File: config.mk
export PLATFORM = sky130hd
export DESIGN_NAME = ascon_block_feeder
export DESIGN_NICKNAME = d
export VERILOG_FILES = /design/src/rtl/ascon_block_feeder.sv
export SDC_FILE = /design/constraint.sdc
export NUM_CORES = 1
export LEC_CHECK = 0
export ABC_AREA = 1
export BUFFER_PORTS_ARGS = -buffer_cell sky130_fd_sc_hd__buf_2
export CORE_AREA = 2 2 255 257
export DETAILED_ROUTE_END_ITERATION = 10
export DIE_AREA = 0 0 257 259
export SETUP_SLACK_MARGIN = 0.02
export SYNTH_ARGS = -nofsm -noshare
export SYNTH_HDL_FRONTEND = slang
export SYNTH_SLANG_ARGS = --single-unit
File: constraint.sdc
create_clock -name clock_i -period 2.9 [get_ports clock_i]
set_input_delay 0.435 -clock clock_i [delete_from_list [all_inputs] [get_ports clock_i]]
set_output_delay 0.435 -clock clock_i [all_outputs]
set_load 0.01 [all_outputs]
File: src/rtl/ascon_block_feeder.sv
// Host byte-stream sequencer for ascon_top: packs one padded AD block and N_PT_BLOCKS
// plaintext blocks into 128-bit words and paces them on the core's end_* handshake flags.
module ascon_block_feeder #(
  parameter int N_PT_BLOCKS = 3
) (
  input  logic         clock_i,
  input  logic         resetb_i,
  input  logic         start_i,
  input  logic [127:0] key_i,
  input  logic [127:0] nonce_i,
  input  logic [7:0]   byte_i,
  input  logic         byte_valid_i,
  input  logic         byte_last_i,
  output logic         byte_ready_o,
  input  logic         end_init_i,
  input  logic         end_associated_i,
  input  logic         end_cipher_i,
  input  logic         end_i,
  output logic         start_o,
  output logic [127:0] key_o,
  output logic [127:0] nonce_o,
  output logic [127:0] data_o,
  output logic         data_valid_o,
  output logic         busy_o,
  output logic         done_o,
  output logic         error_o
);

  localparam int              BW       = $clog2(N_PT_BLOCKS) + 1;
  localparam logic [BW-1:0]   LAST_BLK = BW'(N_PT_BLOCKS - 1);

  typedef enum logic [3:0] {
    IDLE, W_INIT, AD_FILL, AD_SEND, W_AD, PT_FILL, PT_SEND, W_CI, W_END, ERROR
  } state_t;

  state_t          state_q, state_d;
  logic [127:0]    pack_q, blk_d;
  logic [3:0]      cnt_q;
  logic [BW-1:0]   blk_cnt_q;
  logic            guard_q;
  logic [127:0]    key_q, nonce_q, data_q;
  logic            start_q, dv_q, done_q, err_q, busy_q, ready_q;
  logic            accept, fill_st, is_last_blk;

  assign fill_st     = (state_q == AD_FILL) || (state_q == PT_FILL);
  assign accept      = byte_valid_i && ready_q;
  assign is_last_blk = (blk_cnt_q == LAST_BLK);

  // Packed block as it would look with the current byte inserted (plus padding if it ends the segment)
  always_comb begin
    blk_d = pack_q;
    for (int k = 0; k < 16; k++) begin
      if (cnt_q == 4'(k))
        blk_d[8*k +: 8] = byte_i;
      else if (k > 0 && byte_last_i && cnt_q == 4'(k-1))
        blk_d[8*k +: 8] = 8'h01;
    end
  end

  always_comb begin
    state_d = state_q;
    case (state_q)
      IDLE, ERROR: if (start_i) state_d = W_INIT;
      W_INIT:      if (!guard_q && end_init_i) state_d = AD_FILL;
      AD_FILL: begin
        if (accept) begin
          if (cnt_q == 4'd15)   state_d = ERROR;
          else if (byte_last_i) state_d = AD_SEND;
        end
      end
      AD_SEND:     state_d = W_AD;
      W_AD:        if (!guard_q && end_associated_i) state_d = PT_FILL;
      PT_FILL: begin
        if (accept) begin
          if (!is_last_blk) begin
            if (byte_last_i)          state_d = ERROR;
            else if (cnt_q == 4'd15)  state_d = PT_SEND;
          end else begin
            if (cnt_q == 4'd15)       state_d = ERROR;
            else if (byte_last_i)     state_d = PT_SEND;
          end
        end
      end
      PT_SEND:     state_d = is_last_blk ? W_END : W_CI;
      W_CI:        if (!guard_q && end_cipher_i) state_d = PT_FILL;
      W_END:       if (!guard_q && end_i) state_d = IDLE;
      default:     state_d = IDLE;
    endcase
  end

  always_ff @(posedge clock_i or negedge resetb_i) begin
    if (!resetb_i) begin
      state_q   <= IDLE;
      pack_q    <= '0;
      cnt_q     <= '0;
      blk_cnt_q <= '0;
      guard_q   <= 1'b0;
      key_q     <= '0;
      nonce_q   <= '0;
      data_q    <= '0;
      start_q   <= 1'b0;
      dv_q      <= 1'b0;
      done_q    <= 1'b0;
      err_q     <= 1'b0;
      busy_q    <= 1'b0;
      ready_q   <= 1'b0;
    end else begin
      state_q <= state_d;
      // Wait states see a stale end_* level on entry, so their first cycle is masked
      guard_q <= (state_d != state_q);

      start_q <= (state_q inside {IDLE, ERROR}) && start_i;
      if ((state_q inside {IDLE, ERROR}) && start_i) begin
        key_q   <= key_i;
        nonce_q <= nonce_i;
      end

      dv_q <= (state_d == AD_SEND) || (state_d == PT_SEND);
      if (fill_st && (state_d inside {AD_SEND, PT_SEND}))
        data_q <= blk_d;

      done_q  <= (state_q == W_END) && (state_d == IDLE);
      err_q   <= (state_d == ERROR);
      busy_q  <= !(state_d inside {IDLE, ERROR});
      ready_q <= (state_d inside {AD_FILL, PT_FILL});

      if (fill_st && (state_d == state_q)) begin
        if (accept) begin
          pack_q <= blk_d;
          cnt_q  <= cnt_q + 4'd1;
        end
      end else begin
        pack_q <= '0;
        cnt_q  <= '0;
      end

      if (state_q == W_AD && state_d == PT_FILL)
        blk_cnt_q <= '0;
      else if (state_q == W_CI && state_d == PT_FILL)
        blk_cnt_q <= blk_cnt_q + BW'(1);
    end
  end

  assign byte_ready_o = ready_q;
  assign start_o      = start_q;
  assign key_o        = key_q;
  assign nonce_o      = nonce_q;
  assign data_o       = data_q;
  assign data_valid_o = dv_q;
  assign busy_o       = busy_q;
  assign done_o       = done_q;
  assign error_o      = err_q;

endmodule
==> impl_metrics.ini <==
[synthesis]
ys_types = 29
yosysMostFrequentCell = nand2_1
ys_seq_elements = 530
synthFlopType = dfrtp_1
yosysSeqAreaShare = 0.588
yosys-top-cells-count = 1112 x nand2_1, 530 x dfrtp_1, 256 x nand3_1
synth_area_sq_um = 22600
avgSynthCellArea_sq_um = 8.62
synth_cells = 2616
yosys.area.top_type_share = 0.588
synth_top_cell_by_area = dfrtp_1
synth_nets = 2895
async_flop_share = 1.00
synth-edff-count = 0
synth_area_leaders = dfrtp_1 59%, nand2_1 19%, nand3_1 5.7%
synth_warnings = 0

[timing]
final-hold-violation-count = 0
finalCriticalPeriod_ns = 2.62
finClkSkew_ns = 0.0131
relSlewSlack = 0.181
period_share = 0.903
fin_setup_tns_ns = 0
setup_viol = 0
rsz0062_at_grt = false
max_freq_ghz = 0.382
tightest_slew_ns = 1.23
maxSlewViolCount = 0

[place]
place_inst = 4039
gp_congestion = 0.914
hpwl_um = 60600
port-buffer-count = 662

[cts]
cts.sinks = 530
htree_levels = 2
clk_latency_ns = 0.61
clkTransAtPathRegs_ns = 0.06
cts_tree = built
root_buffer = clkbuf_16
cts_buffers = 59
clk_path_buf_depth = 3
cts-resized-gates = 0

[power]
peakVddDrop_mv = 0.747
p_total_mw = 27.0
p_leak_nw = 17.4
powerDensity_nw_per_um2 = 874

[status]
status = finished clean

[global_routing]
grt_overflow_total = 0
grt_max_degree = 202
grt_usage = 0.248
grt_pass1_wl_um = 127000
antenna_found_initial = 18
grt_pass1_vias = 20316

[worst_hold_path]
min_path_type = input pin to register

[floorplan]
design.core.area_sq_um = 63900
ios = 663
start_util = 0.353
die-area_sq_um = 66600
num_rows = 93
fp.dieW_um = 257
die_h_um = 259

[setup_path]
critPathKind = register to register
crit_path_end_kind = register
crit_required_ns = 3.44
cp_data_arrival_time_ns = 3.16
cp_max_fo = 45
start_kind = register

[route]
via_per_inst = 4.82
wl_per_cell_um = 19.5
first_iter_violations = 1763
drt-pass1-iter-count = 7
wl_um = 84900
drc_errors = 0
num_vias = 20935
antenna_left = 0

[layout]
syn_to_final_growth_pct = 37.0
drive_gt1_frac = 0.242
fin_nets = 3710
final_cells = 4343

[flow_run]
cap_violations = 0
[where the power goes]
part           internal (mW)  switching [mW]
Sequential              9.24            1.07
Combinational           3.11            5.88
Clock                   4.59            3.13
Total                   16.9            10.1
[state kept, by name (all words and copies together), names as in the netlist]
name and cells:
blk_cnt_q 3, busy_o 1, byte_ready_o 1, cnt_q 4, data_o 128, data_valid_o 1, done_o 1, error_o 1
guard_q 1, key_o 128, nonce_o 128, pack_q 128, start_o 1, state_q 4
[cell usage in the layout (no fill, tap or decap), types with 61 or more instances in the layout]
master	Yosys	layout
nand2_1	1112	1110
buf_2	28	661
dfrtp_1	530	530
nand3_1	256	255
dlygate4sd3_1	0	186
nor2_1	185	185
o21ai_0	142	142
mux2i_1	105	105
inv_1	80	80
clkbuf_16	0	61
[stage by stage]
stage	setup WS, ns	util	instance area (sq um)	hold WS [ns]
floorplan	0.914	-	22600	0.139
global placement	0.340	0.423	27000	0.458
detailed placement	0.322	0.423	27000	0.460
CTS	0.301	0.483	30900	0.0000271
global route	0.0241	0.484	30900	0.0227
finish	0.281	0.484	30900	0.0363
[routing by layer]
layer  up-vias  track usage  wire (um)
met5         -            0         46
met4         6        0.119       4210
met3       186       0.0537       5790
met2       804        0.394      39800
met1      9997        0.324      35100
li1       9942            -          -
[path summary, 6_finish.rpt]
| path | cells after the start | from | endpoint | slack (ns) |
|---|---|---|---|---|
| min reg2reg | 2 | nonce_o[125]$_DFFE_PN0P_ | nonce_o[125]$_DFFE_PN0P_ | 0.47 |
| min | 3 | nonce_i[39] | nonce_o[39]$_DFFE_PN0P_ | 0.04 |
| min in group asynchronous | 2 | resetb_i | data_o[121]$_DFFE_PN0P_ | 0.45 |
| max | 12 | state_q[3]$_DFF_PN0_ | pack_q[102]$_DFFE_PN0P_ | 0.28 |
| max reg2reg | 12 | state_q[3]$_DFF_PN0_ | pack_q[102]$_DFFE_PN0P_ | 0.28 |
| max in group asynchronous | 3 | resetb_i | nonce_o[77]$_DFFE_PN0P_ | 1.65 |
[critical path, cell delays in order (launching register included)]
cell and delay [ns]:
dfrtp_1 0.45, nor2_1 0.37, nand2_1 0.12, o21ai_2 0.17, nand2_8 0.13, nand2_1 0.10
nor2_2 0.06, nand3_4 0.11, nand2_1 0.06, nand2_1 0.12, nand4_4 0.37, buf_12 0.35
nor2_1 0.12
[cell type report]
cell class | instances | area, sq um
well taps | 855 | 1070
diodes | 13 | 32.5
clock buffers | 84 | 1740
flip-flops and latches | 530 | 13300
fillers | 6149 | 33000
repair buffers | 912 | 5900
multi-input cells | 1846 | 8340
clock inverters | 21 | 246
inverters | 82 | 315
[repair_timing]
item                      4_1_cts  5_1_grt
setup buffers                   0        0
hold endpoints to repair      233        0
hold buffers                  186        0
[cell families (layout without fill, tap and decap cells)]
family          Yosys count  in the layout  share of synthesized area
xor+xnor                  4              4                    0.00155
flops                   530            530                      0.588
simple gates           1569           1569                      0.278
mux                     105            105                     0.0466
buf+inv                 240           1099                     0.0451
fa+ha+maj                 6              6                    0.00333
compound gates          162            162                     0.0375
other cells               0             13                          0
No activity file was read; power rests on OpenSTA's default activity.
